[config.mk]
export PLATFORM = sky130hd
export DESIGN_NAME = demux_1x2_32bit
export DESIGN_NICKNAME = d
export VERILOG_FILES = /design/src/rtl/demux_1x2_32bit_pkg.sv /design/src/rtl/demux_1x2_32bit_hold_reg.sv /design/src/rtl/demux_1x2_32bit.sv
export SDC_FILE = /design/constraint.sdc
export NUM_CORES = 1
export LEC_CHECK = 0
export BUFFER_PORTS_ARGS = -buffer_cell sky130_fd_sc_hd__clkbuf_2
export CAP_MARGIN = 20
export CORE_MARGIN = 2
export CORE_UTILIZATION = 49
export DETAILED_ROUTE_END_ITERATION = 10
export PLACE_DENSITY_LB_ADDON = 0.05
export SKIP_LAST_GASP = 1
export SYNTH_ARGS = -nofsm -noshare
export SYNTH_HDL_FRONTEND = slang
export SYNTH_SLANG_ARGS = --single-unit
[constraint.sdc]
create_clock -name clk -period 2.24 [get_ports clk]
set_input_delay 0.336 -clock clk [delete_from_list [all_inputs] [get_ports clk]]
set_output_delay 0.336 -clock clk [all_outputs]
set_load 0.01 [all_outputs]
[src/rtl/demux_1x2_32bit_pkg.sv]
// Shared definitions for the 1-to-2 stream demultiplexer.
// Contents:
//   DEMUX_N, DEMUX_CNT_W      default data width and transfer counter width
//   DEMUX_SEL_Y0/Y1          destination select encodings
//   DEMUX_ST_EMPTY/FULL      holding-register state encodings
//   demux_state_t            state enum built on those encodings
//   demux_sel_ready()        ready of the output addressed by a select value
package demux_1x2_32bit_pkg;

    localparam int unsigned DEMUX_N     = 32;
    localparam int unsigned DEMUX_CNT_W = 16;

    localparam logic DEMUX_SEL_Y0 = 1'b0;
    localparam logic DEMUX_SEL_Y1 = 1'b1;

    localparam logic DEMUX_ST_EMPTY = 1'b0;
    localparam logic DEMUX_ST_FULL  = 1'b1;

    typedef enum logic {
        ST_EMPTY = DEMUX_ST_EMPTY,
        ST_FULL  = DEMUX_ST_FULL
    } demux_state_t;

    // Ready of the consumer that a given select value steers to.
    function automatic logic demux_sel_ready(
        input logic sel,
        input logic ready0,
        input logic ready1
    );
        return (sel == DEMUX_SEL_Y1) ? ready1 : ready0;
    endfunction

endpackage

[src/rtl/demux_1x2_32bit_hold_reg.sv]
// demux_hold_reg: single-entry holding register for one stream beat.
// Stores n-bit data, the destination select and a valid flag.
// Ports:
//   clk, rst   clock (rising edge), asynchronous active-high reset
//   load       capture d/sel_d and set valid (takes priority over clear)
//   clear      drop the held beat (valid, data and select return to 0)
//   d, sel_d   incoming beat data and destination
//   q, sel_q   held beat data and destination
//   valid      a beat is held
module demux_hold_reg
    import demux_1x2_32bit_pkg::*;
#(
    parameter int unsigned n = DEMUX_N
) (
    input  logic         clk,
    input  logic         rst,
    input  logic         load,
    input  logic         clear,
    input  logic [n-1:0] d,
    input  logic         sel_d,
    output logic [n-1:0] q,
    output logic         sel_q,
    output logic         valid
);

    // A simultaneous load and clear is a take plus a new accept: the new beat wins.
    always_ff @(posedge clk or posedge rst) begin
        if (rst) begin
            q     <= '0;
            sel_q <= DEMUX_SEL_Y0;
            valid <= 1'b0;
        end else if (load) begin
            q     <= d;
            sel_q <= sel_d;
            valid <= 1'b1;
        end else if (clear) begin
            q     <= '0;
            sel_q <= DEMUX_SEL_Y0;
            valid <= 1'b0;
        end
    end

endmodule

[src/rtl/demux_1x2_32bit.sv]
// demux_1x2_32bit: registered 1-to-2 valid/ready stream demultiplexer.
// One producer stream is steered to y0 or y1 according to in_sel, which is
// sampled together with the beat. A single holding register gives one cycle
// of latency and full throughput while the addressed consumer keeps up.
// Optional feature macro: DEMUX_STATS_EN adds per-output delivered-beat
// counters cnt0/cnt1 (wrapping, cleared only by rst).
// Ports:
//   clk, rst             clock (rising edge), asynchronous active-high reset
//   in_valid/in_ready    input handshake; in_ready is 0 while rst is high
//   in_data, in_sel      input beat and destination (0 -> y0, 1 -> y1)
//   y0_valid/y0_ready    output 0 handshake, y0_data held beat or 0
//   y1_valid/y1_ready    output 1 handshake, y1_data held beat or 0
//   cnt0, cnt1           beats delivered on y0 / y1 (DEMUX_STATS_EN only)
module demux_1x2_32bit
    import demux_1x2_32bit_pkg::*;
#(
    parameter int unsigned n = DEMUX_N
`ifdef DEMUX_STATS_EN
    ,
    parameter int unsigned CNT_W = DEMUX_CNT_W
`endif
) (
    input  logic             clk,
    input  logic             rst,
    input  logic             in_valid,
    output logic             in_ready,
    input  logic [n-1:0]     in_data,
    input  logic             in_sel,
    output logic             y0_valid,
    input  logic             y0_ready,
    output logic [n-1:0]     y0_data,
    output logic             y1_valid,
    input  logic             y1_ready,
    output logic [n-1:0]     y1_data
`ifdef DEMUX_STATS_EN
    ,
    output logic [CNT_W-1:0] cnt0,
    output logic [CNT_W-1:0] cnt1
`endif
);

    logic         held_valid;
    logic         held_sel;
    logic [n-1:0] held_data;
    logic         held_ready;
    logic         take;
    logic         accept;
    logic         load;
    logic         clear;
    demux_state_t state;

    // The holding register's valid flag is the EMPTY/FULL state bit.
    demux_hold_reg #(
        .n (n)
    ) u_hold (
        .clk   (clk),
        .rst   (rst),
        .load  (load),
        .clear (clear),
        .d     (in_data),
        .sel_d (in_sel),
        .q     (held_data),
        .sel_q (held_sel),
        .valid (held_valid)
    );

    assign state = demux_state_t'(held_valid);

    // Handshake and state transitions; the non-addressed ready never matters.
    always_comb begin
        held_ready = 1'b0;
        take       = 1'b0;
        in_ready   = 1'b0;
        accept     = 1'b0;
        load       = 1'b0;
        clear      = 1'b0;

        held_ready = demux_sel_ready(held_sel, y0_ready, y1_ready);

        case (state)
            ST_EMPTY: begin
                in_ready = ~rst;
            end
            ST_FULL: begin
                take     = held_ready;
                // Space frees up in the same cycle the held beat leaves.
                in_ready = ~rst & held_ready;
            end
            default: begin
                in_ready = 1'b0;
            end
        endcase

        accept = in_valid & in_ready;
        load   = accept;
        clear  = take & ~accept;
    end

    // Output steering: only the addressed output shows the held beat.
    always_comb begin
        y0_valid = 1'b0;
        y1_valid = 1'b0;
        y0_data  = '0;
        y1_data  = '0;

        if (state == ST_FULL) begin
            if (held_sel == DEMUX_SEL_Y1) begin
                y1_valid = 1'b1;
                y1_data  = held_data;
            end else begin
                y0_valid = 1'b1;
                y0_data  = held_data;
            end
        end
    end

`ifdef DEMUX_STATS_EN
    logic take0;
    logic take1;

    assign take0 = y0_valid & y0_ready;
    assign take1 = y1_valid & y1_ready;

    // Delivered-beat counters, free-running modulo 2^CNT_W.
    always_ff @(posedge clk or posedge rst) begin
        if (rst) begin
            cnt0 <= '0;
            cnt1 <= '0;
        end else begin
            if (take0) begin
                cnt0 <= cnt0 + CNT_W'(1);
            end
            if (take1) begin
                cnt1 <= cnt1 + CNT_W'(1);
            end
        end
    end
`endif

endmodule
# == Yosys cells after proc, flatten, opt, wreduce, memory -nomap -nowiden ==
# Cells that the tools add are included.
# W data, S select, Z words.
# totals
register_bits,34
latchBits,0
ramBits,0
rom_bits,0
in_bits,38
output_inout_bits,67
wordCells,26
memories,0
# op_classes
n_addsub,0
mul,0
div,0
magnitude_cmp,0
n_eq_ne,0
shift,0
muxes,16
bitwise_logic,6
reduce_logical,1
# ops
op,n
$mux W32,6
$mux W1,9
$and A1 B1 Y1,3
$not A1 Y1,3
$pmux W1 S2,1
$reduce_bool A2 Y1,1

# == Depth between registers and ports, before layout ==
# logic_depth
word_depth,8
depth_mapped,5
depth_no_buf,3

# == Cells and area by module ==
# A second synthesis with hierarchy kept.
# hier_totals
hier_cells,196
area_unflattened_um2,1903.1
# by_module_without_submodules
module,n_inst,cells_per_inst,area_per_inst_um2,seq_area_each_um2
demux_hold_reg,1,116,1368.8,850.8
demux_1x2_32bit,1,80,534.3,0.0

# == Least setup slack after synthesis ==
# Ideal clock, no wire load.
# synth_path
path_kind,in2out
start,in rst
end,out in_ready
arrival_ns,1.526
required_time_ns,1.904
setup_slack_ns,0.378
cell_stages,3
n_path_buf,1
path_cell_list,clkbuf_1 -> inv_1 -> and2_1
# synth_between
elab_chain_len,3
# synth_lines
item,line,text
"start, declared",demux_1x2_32bit.sv:24,"input logic rst,"
$not A1 Y1 (*),"demux_1x2_32bit.sv:82, demux_1x2_32bit.sv:87",
$and A1 B1 Y1,demux_1x2_32bit.sv:87,in_ready = ~rst & held_ready;
$pmux W1 S2 (*),demux_1x2_32bit.sv:80,case (state)
"end, declared",demux_1x2_32bit.sv:26,"output logic in_ready,"
# Every way passes the cells marked *; elsewhere a longest branch is shown, timed or not.

# == Worst setup path after layout ==
# layout_path
start,reg u_hold.sel_q
end,out y1_data[18]
# layout_between
elab_chain_len,2
# layout_lines
item,line,text
"start, declared",demux_1x2_32bit_hold_reg.sv:22,"output logic sel_q,"
"start signal, assigned",demux_1x2_32bit_hold_reg.sv:34,sel_q <= sel_d;
$mux W32,demux_1x2_32bit.sv:107,if (held_sel == DEMUX_SEL_Y1) begin
$mux W32,demux_1x2_32bit.sv:106,if (state == ST_FULL) begin
"end, declared",demux_1x2_32bit.sv:34,output logic [n-1:0] y1_data
# Every way passes these cells.

==> impl_metrics.py <==
metrics = {
    "status": {
        "status": "completed",
    },
    "detailed_routing": {
        "drc": 0,
        "routed_via_density": 5.53,
        "drt-pass1-iter-count": 4,
        "routedWlPerCell_um": 14.9,
        "drtIter0Drc": 131,
        "antenna_left": 0,
        "vias": 2578,
        "wl_mm": 6.95,
    },
    "pwr": {
        "power_density_nw_per_um2": 678,
        "ir_drop_v": 0.000372,
        "p_clk_share_pct": 24.3,
        "p_sw_uw": 822,
        "total_power_uw": 2200,
        "internal_power_uw": 1380,
        "power_frac_comb_pct": 37.9,
        "p_leak_uw": 0.00175,
        "p_sw_share_pct": 37.3,
        "power_frac_seq_pct": 37.8,
    },
    "layout": {
        "area.sequential_um2": 853,
        "synthToLayoutAreaGrowth_pct": 24.9,
        "fin_cells": 466,
        "drive_above_1_share_pct": 39.9,
        "multiInputGateArea_um2": 1460,
        "n_fill_cell": 484,
        "final_nets": 433,
        "antenna_cells": 0,
    },
    "timing": {
        "slew_violations": 0,
        "fin_worst_skew_ns": 0.00499,
        "fin_crit_ns": 1.90,
        "setup_viol": 0,
        "fin_crit_sh_pct": 85.0,
        "slew_headroom_pct": 60.5,
        "hold_violations": 0,
        "fin_setup_tns_ns": 0,
        "fmax_ghz": 0.525,
        "rsz0062_at_grt": "no",
        "worstMarginPinSlew_ns": 0.593,
    },
    "global_route": {
        "grt_remaining_overflow": 0,
        "grtUsageTotal_pct": 24.0,
        "grt_pass1_wl_mm": 11.7,
        "grt_start_max_net_pins": 69,
        "antenna_found_initial": 0,
        "grt_pass1_vias": 2447,
    },
    "clock_tree": {
        "clock_latency_ns": 0.28,
        "h-tree-depth": 2,
        "root_buffer": "clkbuf_8",
        "clock-sinks": 34,
        "cts_resized": 0,
        "clock_path_buffers": 2,
        "postCtsSetupBuffers": 0,
        "clkTransAtPathRegs_ns": 0.07,
        "numCtsBuffers": 5,
        "post_cts_hold_buffer_count": 0,
        "cts_tree": "yes",
    },
    "logic_synthesis": {
        "synth_common_cells": "dfrtp_1, nand2_1, inv_1",
        "yosys.area.top_type_share_pct": 32.7,
        "synth_edf_count": 0,
        "synth_cells": 306,
        "synth_warnings": 0,
        "ys_seq_elements": 34,
        "netlist_top_cells_area": "dfrtp_1, o221ai_2, and3b_1, and3_1, a21oi_1",
        "synth_area_um2": 2600,
        "seq_area_frac_synth_pct": 32.7,
        "synth.lib_cells_used.distinct": 20,
        "synth_flop_cell": "dfrtp_1",
        "syn_area_per_cell_um2": 8.50,
        "async_flop_share_pct": 100,
        "syn_nets": 344,
        "yosys.area.top_type": "dfrtp_1",
    },
    "placed_design": {
        "place_inst": 458,
        "hpwl_mm": 4.46,
        "port_buffers": 104,
        "place_congestion": 0.746,
    },
    "critical_path": {
        "critical_path_class": "reg2out",
        "worstPathMaxFanout": 68,
        "cp-start-kind": "flop",
        "critPathCaptureType": "primary output",
        "crit_required_ns": 1.90,
        "worst_ep_arrival_time_ns": 1.57,
    },
    "die": {
        "die_w_um": 76.9,
        "die_h_um": 76.9,
        "coreArea_um2": 5110,
        "die-area_um2": 5910,
        "pin_count": 105,
        "core.rowCount": 26,
        "initial_utilization_pct": 51.0,
    },
    "worst_hold_path": {
        "min_path_type": "in2async",
    },
    "run": {
        "drv_cap": 0,
    },
}
[logic make-up (layout without fill, tap and decap cells)]
| logic type | count (synthesis) | after routing | synth area share (%) |
|---|---|---|---|
| buf+inv | 68 | 158 | 11.2 |
| mux | 1 | 1 | 0.577 |
| compound gates | 66 | 66 | 24.6 |
| simple gates | 137 | 137 | 31.0 |
| flops | 34 | 34 | 32.7 |
[sequential cells by signal (all words and copies together) (netlist names)]
signal / count
u_hold.q: 32
u_hold.sel_q: 1
u_hold.valid: 1
[layout by cell type, fill, tap and decap left out]
master and n:
clkbuf_2 104, dfrtp_1 32, and3_1 32, o221ai_2 29, nand2b_1 2, nor2_1 2, inv_1 33, nor3_1 32
or2_2 1, dfrtp_2 2, mux2_4 1, buf_4 12, and2_1 2, o32ai_1 1, a21oi_1 32, clkbuf_8 8
and3b_1 32, a32oi_1 1, nand2_1 34, inv_2 1, o221ai_1 3
[critical path, cell delays in order, from the launching register on]
cell and delay (ns):
dfrtp_2 0.37, buf_4 0.50, and3_1 0.27, clkbuf_2 0.14
[power by group through the flow]
stage	Sequential [µW]	Clock, µW	Combinational (µW)
2_1_floorplan	819	0	626
3_3_place_gp	840	0	830
3_5_place_dp	842	0	845
4_1_cts	832	553	845
5_1_grt	855	582	928
6_report	832	536	836
[layer usage]
layer / global-route usage (%) / routed length (µm) / up-vias
li1: - / - / 1266
met1: 32.4 / 3160 / 1224
met2: 41.1 / 3330 / 86
met3: 3.53 / 435 / 2
met4: 4.91 / 26 / 0
met5: 0 / 0 / -
[final cells by class]
class | instances | area share, %
clock buffers | 8 | 3.39
flip-flops and latches | 34 | 26.3
inverters | 34 | 3.93
multi-input cells | 204 | 45.0
repair buffers | 116 | 18.8
well taps | 70 | 2.69
[final timing paths]
path | cells past startpoint | startpoint | slack (ns) | end
worst max-delay path | 3 | u_hold.sel_q | 0.34 | y1_data[18]
worst min-delay path | 3 | rst | 0.32 | u_hold.q[26]
worst max register to register | 4 | u_hold.valid | 0.55 | u_hold.q[28]
worst min register to register | 2 | u_hold.q[26] | 0.60 | u_hold.q[26]
max in group asynchronous | 3 | rst | 1.57 | u_hold.sel_q
min in group clk | 3 | in_sel | 0.34 | u_hold.sel_q
[stage by stage]
step	instance area [µm²]	utilization, %	setup slack (ns)	hold WS [ns]
2_1_floorplan	2600	-	0.378	0.511
3_3_place_gp	3140	61.5	0.610	0.580
3_5_place_dp	3140	61.5	0.558	0.591
4_1_cts	3250	63.6	0.319	0.323
5_1_grt	3250	63.6	0.213	0.349
6_report	3250	63.6	0.337	0.316
(Power assumes the default switching activity.)
